`src/rtl/udp_meas_pkg.sv`:
```
// Shared types and helpers for the reference-clock period/duty meter.
// Holds the FSM state encoding, the count width, the saturation value
// and the packed measurement payload (period + high time).
package udp_meas_pkg;

  localparam int unsigned CNT_W = 32;
  localparam logic [CNT_W-1:0] CNT_SAT = {CNT_W{1'b1}};

  typedef enum logic [1:0] {
    IDLE = 2'd0,
    HIGH = 2'd1,
    LOW  = 2'd2
  } meas_state_e;

  typedef struct packed {
    logic [CNT_W-1:0] period;
    logic [CNT_W-1:0] high_time;
  } meas_result_t;

  // Increment that sticks at the saturation value.
  function automatic logic [CNT_W-1:0] sat_inc(input logic [CNT_W-1:0] v);
    return (v == CNT_SAT) ? CNT_SAT : v + CNT_W'(1);
  endfunction

  // Sum formed one bit wider so a carry out clamps to the saturation value.
  function automatic logic [CNT_W-1:0] sat_add(input logic [CNT_W-1:0] a,
                                               input logic [CNT_W-1:0] b);
    logic [CNT_W:0] sum;
    sum = {1'b0, a} + {1'b0, b};
    return sum[CNT_W] ? CNT_SAT : sum[CNT_W-1:0];
  endfunction

endpackage

```
`src/rtl/udp_edge_sync.sv`:
```
// Synchronizer and edge detector for an asynchronous single-bit input.
// Ports:
//   clk     - system clock (rising edge)
//   reset   - asynchronous, active-high; clears all flops
//   d_async - asynchronous input
//   rise    - one-cycle pulse, registered, SYNC_STAGES+1 cycles after a 0->1
//   fall    - one-cycle pulse, registered, SYNC_STAGES+1 cycles after a 1->0
module udp_edge_sync #(
  parameter int unsigned SYNC_STAGES = 2
) (
  input  logic clk,
  input  logic reset,
  input  logic d_async,
  output logic rise,
  output logic fall
);

  logic [SYNC_STAGES-1:0] sync_q;
  logic                   prev_q;
  logic                   sync_out;

  assign sync_out = sync_q[SYNC_STAGES-1];

  // Metastability chain, previous-value flop and registered edge pulses.
  always_ff @(posedge clk or posedge reset) begin
    if (reset) begin
      sync_q <= '0;
      prev_q <= 1'b0;
      rise   <= 1'b0;
      fall   <= 1'b0;
    end else begin
      sync_q <= {sync_q[SYNC_STAGES-2:0], d_async};
      prev_q <= sync_out;
      rise   <= sync_out & ~prev_q;
      fall   <= ~sync_out & prev_q;
    end
  end

endmodule

```
`src/rtl/udp_clk_meas.sv`:
```
// Measures the period and high time of an asynchronous reference/PWM clock
// in clk cycles. A full measurement needs rise -> fall -> rise; the first rise
// after reset, disable or a timeout only arms the meter.
// Ports:
//   clk        - system clock (rising edge)
//   reset      - asynchronous, active-high
//   enable     - measurement enable; low forces IDLE and clears the counters
//   ref_in     - asynchronous reference clock being measured
//   period     - last measured period (clk cycles)
//   high_time  - last measured high duration (clk cycles)
//   meas_valid - one-cycle pulse when period/high_time update
//   locked     - high after a valid measurement, low on timeout/disable
//   lost       - sticky timeout flag, cleared by the next valid measurement
module udp_clk_meas
  import udp_meas_pkg::*;
#(
  parameter int unsigned TIMEOUT     = 32'd1_000_000,
  parameter int unsigned SYNC_STAGES = 2
) (
  input  logic             clk,
  input  logic             reset,
  input  logic             enable,
  input  logic             ref_in,
  output logic [CNT_W-1:0] period,
  output logic [CNT_W-1:0] high_time,
  output logic             meas_valid,
  output logic             locked,
  output logic             lost
);

  localparam logic [CNT_W-1:0] TIMEOUT_CNT = CNT_W'(TIMEOUT);

  logic rise;
  logic fall;

  meas_state_e      state_q,      state_d;
  logic [CNT_W-1:0] hi_cnt_q,     hi_cnt_d;
  logic [CNT_W-1:0] lo_cnt_q,     lo_cnt_d;
  meas_result_t     result_q,     result_d;
  logic             meas_valid_q, meas_valid_d;
  logic             locked_q,     locked_d;
  logic             lost_q,       lost_d;

  udp_edge_sync #(
    .SYNC_STAGES(SYNC_STAGES)
  ) u_edge_sync (
    .clk    (clk),
    .reset  (reset),
    .d_async(ref_in),
    .rise   (rise),
    .fall   (fall)
  );

  // State, counter and output registers.
  always_ff @(posedge clk or posedge reset) begin
    if (reset) begin
      state_q      <= IDLE;
      hi_cnt_q     <= '0;
      lo_cnt_q     <= '0;
      result_q     <= '0;
      meas_valid_q <= 1'b0;
      locked_q     <= 1'b0;
      lost_q       <= 1'b0;
    end else begin
      state_q      <= state_d;
      hi_cnt_q     <= hi_cnt_d;
      lo_cnt_q     <= lo_cnt_d;
      result_q     <= result_d;
      meas_valid_q <= meas_valid_d;
      locked_q     <= locked_d;
      lost_q       <= lost_d;
    end
  end

  // Next-state and next-output logic; an edge always beats a timeout.
  always_comb begin
    state_d      = state_q;
    hi_cnt_d     = hi_cnt_q;
    lo_cnt_d     = lo_cnt_q;
    result_d     = result_q;
    meas_valid_d = 1'b0;
    locked_d     = locked_q;
    lost_d       = lost_q;

    if (!enable) begin
      state_d  = IDLE;
      hi_cnt_d = '0;
      lo_cnt_d = '0;
      locked_d = 1'b0;
    end else begin
      case (state_q)
        IDLE: begin
          if (rise) begin
            state_d  = HIGH;
            hi_cnt_d = CNT_W'(1);
            lo_cnt_d = '0;
          end
        end
        HIGH: begin
          if (fall) begin
            state_d  = LOW;
            lo_cnt_d = CNT_W'(1);
          end else if (hi_cnt_q == TIMEOUT_CNT) begin
            state_d  = IDLE;
            hi_cnt_d = '0;
            lo_cnt_d = '0;
            lost_d   = 1'b1;
            locked_d = 1'b0;
          end else begin
            hi_cnt_d = sat_inc(hi_cnt_q);
          end
        end
        LOW: begin
          if (rise) begin
            state_d            = HIGH;
            result_d.period    = sat_add(hi_cnt_q, lo_cnt_q);
            result_d.high_time = hi_cnt_q;
            meas_valid_d       = 1'b1;
            locked_d           = 1'b1;
            lost_d             = 1'b0;
            hi_cnt_d           = CNT_W'(1);
            lo_cnt_d           = '0;
          end else if (lo_cnt_q == TIMEOUT_CNT) begin
            state_d  = IDLE;
            hi_cnt_d = '0;
            lo_cnt_d = '0;
            lost_d   = 1'b1;
            locked_d = 1'b0;
          end else begin
            lo_cnt_d = sat_inc(lo_cnt_q);
          end
        end
        default: begin
          state_d = IDLE;
        end
      endcase
    end
  end

  assign period     = result_q.period;
  assign high_time  = result_q.high_time;
  assign meas_valid = meas_valid_q;
  assign locked     = locked_q;
  assign lost       = lost_q;

endmodule

```
`config.mk`:
```
export PLATFORM = sky130hd
export DESIGN_NAME = udp_clk_meas
export DESIGN_NICKNAME = d
export VERILOG_FILES = /design/src/rtl/udp_meas_pkg.sv /design/src/rtl/udp_edge_sync.sv /design/src/rtl/udp_clk_meas.sv
export SDC_FILE = /design/constraint.sdc
export NUM_CORES = 1
export LEC_CHECK = 0
export ABC_AREA = 1
export BUFFER_PORTS_ARGS = -buffer_cell sky130_fd_sc_hd__buf_2
export CORE_MARGIN = 4
export CORE_UTILIZATION = 40
export DETAILED_ROUTE_END_ITERATION = 8
export SLEW_MARGIN = 20
export SYNTH_ARGS = -nofsm -noshare
export SYNTH_HDL_FRONTEND = slang
export SYNTH_HIERARCHICAL = 1
export SYNTH_SLANG_ARGS = --single-unit
export TNS_END_PERCENT = 20
```
`constraint.sdc`:
```
create_clock -name clk -period 5 [get_ports clk]
set_clock_uncertainty 0.2 [all_clocks]
set_input_delay 0 -clock clk [delete_from_list [all_inputs] [get_ports clk]]
set_output_delay 0 -clock clk [all_outputs]
set_load 0.01 [all_outputs]
```
==> results of run 1 <==
-- worst max-delay path, cell delays in order, from the launching register on --
cell	delay (ps)
dfrtp_1	480
ha_1	370
nand2_1	110
nor2_1	180
nand2_1	170
nor2_1	270
nand3_1	400
buf_4	370
a21oi_1	170
nor2_1	50
o21ai_0	140
-- power by group through the flow --
stage               Combinational, mW  Clock (mW)  Sequential, mW
detailed placement              0.713           0            1.34
finish                          0.716        1.30            1.32
CTS                             0.721        1.32            1.32
global placement                0.709           0            1.34
global route                    0.799        1.38            1.34
floorplan                       0.420           0            1.41
-- logic make-up (layout without fill, tap and decap cells) --
| kind of cell | Yosys count | in the layout | synth area share |
|---|---|---|---|
| compound gates | 115 | 115 | 0.0602 |
| xor+xnor | 41 | 41 | 0.0357 |
| fa+ha+maj | 41 | 41 | 0.0518 |
| buf+inv | 267 | 346 | 0.104 |
| flops | 138 | 138 | 0.343 |
| simple gates | 987 | 987 | 0.405 |
-- cell usage after synthesis --
cell and instances:
nand3_4 1, nor2_1 208, nor2_2 4, nand4_1 22, nor3b_1 1, nor2_4 1
o21ai_1 18, o21ai_0 61, nand2_2 1, nand3_2 2, nor4_1 2, xnor2_1 7
fa_1 1, clkbuf_1 17, a21oi_1 24, buf_2 8, inv_2 1, o21a_1 10
nand3_1 70, inv_1 234, nor3_1 32, o21bai_1 1, a21o_1 1, or2_2 36
clkbuf_2 2, xor2_1 34, dfrtp_1 138, nand3b_1 5, and2_1 1, buf_6 4
nand4_4 1, nand2_1 600, clkinv_2 1, ha_1 40
-- worst paths after layout --
path                                                       from                               to  slack (ps)  depth (start not counted)
worst max register to register          hi_cnt_q[1]$_DFFE_PP0P_          hi_cnt_q[0]$_DFFE_PP0P_        2010                         10
min in group clk                u_edge_sync/sync_q[0]$_DFF_PP0_  u_edge_sync/sync_q[1]$_DFF_PP0_         160                          0
worst min-delay path                                      reset               locked$_DFFE_PP0P_         100                          3
worst max-delay path                    hi_cnt_q[1]$_DFFE_PP0P_          hi_cnt_q[0]$_DFFE_PP0P_        2010                         10
worst min register to register  u_edge_sync/sync_q[0]$_DFF_PP0_  u_edge_sync/sync_q[1]$_DFF_PP0_         160                          0
max in group asynchronous                                 reset         hi_cnt_q[18]$_DFFE_PP0P_        3380                          4
-- state kept, by name (all words and copies together) (netlist names), 2 cells and up --
name                cells
hi_cnt_q               32
high_time              32
lo_cnt_q               32
period                 32
state_q                 2
u_edge_sync/sync_q      2
-- per-layer routing --
metal | vias up | global-route usage
met5 | - | 0
met2 | 298 | 0.341
li1 | 5007 | -
met3 | 33 | 0.0277
met1 | 4484 | 0.314
met4 | 0 | 0.0523
-- what timing repair did --
action	4_1_cts	5_1_grt
hold endpoints to repair	107	0
hold buffers	5	0
resized for setup	0	0
-- layout make-up --
class	instances	area share
multi-input combinational	1184	0.491
sequential	138	0.305
inverter	236	0.0787
clock buffer	18	0.0388
timing repair buffer	78	0.0373
tap	324	0.0358
clock inverter	14	0.0134
==> results.json, run 1 <==
{
  "synth-seq-cells": 138,
  "min_path_type": "primary input to asynchronous set/reset pin",
  "combPwrFrac": 0.214,
  "fin_crit_ps": 2990,
  "io_buffers": 70,
  "post_cts_buffers": 0,
  "layout.nets": 1700,
  "grt_pass1_vias": 9186,
  "initial_core_util": 0.410,
  "num_vias": 9822,
  "wl_mm": 29.8,
  "critPathRequiredTime_ps": 5150,
  "multi_input_area_um2": 5560,
  "core_um2": 24500,
  "wire_per_inst_um": 15.0,
  "switching_share": 0.323,
  "dpl.cell_count": 1955,
  "m1WireLength_mm": 14.5,
  "holdWs_ps": 103,
  "register_area_um2": 3450,
  "cp-start-kind": "flip-flop",
  "synth.net_count": 1634,
  "ir_worst_vdd_uv": 189,
  "synth.area.top_cells": "dfrtp_1, nand2_1, inv_1",
  "preCtsSetupSlack_ps": 1690,
  "max_freq_ghz": 0.334,
  "clock_path_buffers": 2,
  "setup_ws_ps": 2010,
  "routed.top_layer": "met4",
  "finalCritPeriodShare": 0.598,
  "synth.largest_area_cell": "dfrtp_1",
  "cts_inserted_buffers": 17,
  "diodes": 0,
  "power_frac_clock": 0.389,
  "grt_usage": 0.215,
  "power_switching_mw": 1.08,
  "syn_area_um2": 10100,
  "gr-total-overflow": 0,
  "die_h_um": 167,
  "final_cell_mix": "nand2_1, inv_1, nor2_1, dfrtp_1",
  "place_congestion": 0.964,
  "critPathCaptureType": "flip-flop",
  "fillers": 2617,
  "route.met2.wl_mm": 13.2,
  "viasPerCell": 4.93,
  "power_mw": 3.34,
  "hold_viol": 0,
  "leakage_nw": 6.21,
  "first_pass_iters": 5,
  "critPathKind": "flip-flop to flip-flop",
  "synth.distinct_cells": 34,
  "synthCells": 1589,
  "detail-route-antenna-nets": 0,
  "ys_seq_area_frac": 0.343,
  "drive_gt1_frac": 0.0941,
  "ys_warn_count": 6,
  "drcViolationCount": 0,
  "rows": 57,
  "cts_tree": "yes",
  "cts.sinks": 138,
  "final_core_util": 0.462,
  "cp.arrival_ps": 3140,
  "cp_max_fo": 22,
  "synth.avg_cell_area_um2": 6.33,
  "grt_max_degree": 89,
  "root_buffer": "clkbuf_16",
  "intPower_mw": 2.26,
  "dpl_cell_area_um2": 10700,
  "synth_top_area_share": 0.343,
  "setup_violations": 0,
  "p_per_area_nw_per_um2": 294,
  "cap_violations": 0,
  "die_area_um2": 27700,
  "clkTransAtPathRegs_ps": 70,
  "grt_pass1_wl_mm": 48.6,
  "slew_headroom": 0.322,
  "ios": 71,
  "hpwl_mm": 23.0,
  "drtIter0Drc": 875,
  "fin_tns_setup_ps": 0,
  "drv_slew": 0,
  "antenna_found_initial": 0,
  "rsz0062_at_grt": "false",
  "h-tree-depth": 4,
  "layout_commonest_cell": "nand2_1",
  "dr_wl_met3_mm": 1.78,
  "die-width_um": 167,
  "finalInstanceArea_um2": 11300,
  "fin_cells": 1992,
  "clk_latency_ps": 430,
  "status": "finished clean",
  "max_slew.worst_pin.slew_ps": 1020,
  "syn2layout_area_growth_pct": 12.7,
  "p_seq_frac": 0.396
}
No activity file was read; power rests on OpenSTA's default activity.
==> run 2, diff against run 1 <==
==> constraint.sdc (replaced) <==
create_clock -name clk -period 2.7 [get_ports clk]
set_clock_uncertainty 0.2 [all_clocks]
set_input_delay 0 -clock clk [delete_from_list [all_inputs] [get_ports clk]]
set_output_delay 0 -clock clk [all_outputs]
set_load 0.01 [all_outputs]
==> results.json, run 2 (synthesis gave the netlist of run 1 again) <==
{
  "status": "finished clean",
  "fin_crit_ps": 2490,
  "fin_tns_setup_ps": 0,
  "finalCritPeriodShare": 0.924,
  "max_freq_ghz": 0.401,
  "layout.nets": 1742,
  "clkTransAtPathRegs_ps": 70,
  "viasPerCell": 4.83,
  "slowest_delay_ps": 470,
  "detail-route-antenna-nets": 0,
  "ir_worst_vdd_uv": 327,
  "max_slew.worst_pin.slew_ps": 566,
  "drcViolationCount": 0,
  "die-width_um": 167,
  "syn2layout_area_growth_pct": 16.4,
  "grt_pass1_wl_mm": 49.9,
  "root_buffer": "clkbuf_16",
  "critical_path_buf_inv_count": 3,
  "initial_core_util": 0.410,
  "layout_commonest_cell": "nand2_1",
  "p_per_area_nw_per_um2": 543,
  "grt_max_degree": 90,
  "drv_slew": 0,
  "clk_latency_ps": 430,
  "post_cts_buffers": 0,
  "core_um2": 24500,
  "cp-start-kind": "flip-flop",
  "cts_tree": "yes",
  "slew_headroom": 0.622,
  "gr-total-overflow": 0,
  "place_congestion": 0.991,
  "cap_violations": 0,
  "rsz0062_at_grt": "false",
  "setup_violations": 0,
  "grt_usage": 0.219,
  "hold_viol": 0,
  "cp_max_fo": 18,
  "clock_path_buffers": 2,
  "holdWs_ps": 51.5,
  "num_vias": 9811,
  "io_buffers": 70,
  "fillers": 2612,
  "worst_path_max_delay_cell": "dfrtp_1",
  "grt_pass1_vias": 9374,
  "cts.sinks": 138,
  "diodes": 0,
  "critPathCaptureType": "flip-flop",
  "antenna_found_initial": 0,
  "final_cell_mix": "nand2_1, inv_1, nor2_1, dfrtp_1",
  "crit_top_cell": "nand2_1",
  "critPathRequiredTime_ps": 2870,
  "wire_per_inst_um": 14.7,
  "cts_inserted_buffers": 17,
  "hpwl_mm": 23.6,
  "rows": 57,
  "ios": 71,
  "h-tree-depth": 4,
  "die_area_um2": 27700,
  "drive_gt1_frac": 0.117,
  "leakage_nw": 6.44,
  "path_cells": "ha_1 -> nand2_1 -> nor2_1 -> inv_1 -> nor2_1 -> nand3_1 -> nand3_1 -> nand2_1 -> nand2_1 -> buf_4 -> o21ai_0 -> inv_1",
  "critical-path-top-delay-family": "simple AND/OR/NAND/NOR gates",
  "min_path_type": "primary input to asynchronous set/reset pin",
  "critPathKind": "flip-flop to flip-flop",
  "drtIter0Drc": 736,
  "wl_mm": 29.9,
  "first_pass_iters": 5,
  "die_h_um": 167,
  "cp.arrival_ps": 2660
}
-- run 2: repair_timing --
item,in CTS,in global routing
hold endpoints to repair,147,0
gates resized for setup,0,8
hold buffers,5,0
endpoints found under the setup margin,0,28
-- run 2: path summary, 6_finish.rpt --
path                                            startpoint                               to  slack [ps]  cells after the start
min                                                  reset         lo_cnt_q[19]$_DFFE_PP0P_          50                      4
min in group clk           u_edge_sync/sync_q[0]$_DFF_PP0_  u_edge_sync/sync_q[1]$_DFF_PP0_         170                      0
max in group asynchronous                            reset       u_edge_sync/fall$_DFF_PP0_        1760                      4
max                               lo_cnt_q[21]$_DFFE_PP0P_            period[0]$_DFFE_PP0P_         210                     12
max reg2reg                       lo_cnt_q[21]$_DFFE_PP0P_            period[0]$_DFFE_PP0P_         210                     12
min reg2reg                u_edge_sync/sync_q[0]$_DFF_PP0_  u_edge_sync/sync_q[1]$_DFF_PP0_         170                      0
-- run 2: area by class of cell --
| cell class | instances | area (µm²) | area share |
|---|---|---|---|
| Sequential cell | 138 | 3450 | 0.295 |
| Multi-Input combinational cell | 1184 | 5570 | 0.476 |
| Tap cell | 324 | 405 | 0.0346 |
| Timing Repair Buffer | 120 | 776 | 0.0663 |
| Clock buffer | 17 | 425 | 0.0363 |
| Inverter | 236 | 891 | 0.0761 |
| Clock inverter | 14 | 188 | 0.0160 |
-- run 2: per-stage QoR --
| step | power (mW) | area [µm²] | setup slack (ps) | util | instances |
|---|---|---|---|---|---|
| 6_report | 6.36 | 11700 | 205 | 0.477 | 2033 |
| 3_3_place_gp | 3.86 | 11000 | 214 | 0.450 | 1997 |
| 2_1_floorplan | 3.38 | 10100 | 301 | - | 1589 |
| 3_5_place_dp | 3.89 | 11000 | 149 | 0.450 | 1997 |
| 4_1_cts | 6.41 | 11700 | 130 | 0.477 | 2033 |
| 5_1_grt | 6.71 | 11700 | 8.87 | 0.477 | 2033 |
-- run 2: worst register-to-register path, delay by kind of cell (launching register included) --
| family | cells | cell delay (ps) |
|---|---|---|
| simple gates | 7 | 820 |
| flops | 1 | 470 |
| fa+ha+maj | 1 | 460 |
| buf+inv | 3 | 380 |
| compound gates | 1 | 100 |
-- run 2: where the power goes --
| group | internal [mW] | leakage [nW] | total, mW | switching, mW |
|---|---|---|---|---|
| Combinational | 0.587 | 4.25 | 1.40 | 0.817 |
| Sequential | 2.32 | 1.90 | 2.44 | 0.120 |
| Clock | 1.48 | 0.296 | 2.51 | 1.03 |
-- run 2: routing by layer --
| layer | global-route usage | part of all wire |
|---|---|---|
| met4 | 0.0591 | 0.018 |
| met3 | 0.0254 | 0.045 |
| met5 | 0 | 0 |
| met1 | 0.324 | 0.50 |
| met2 | 0.343 | 0.43 |
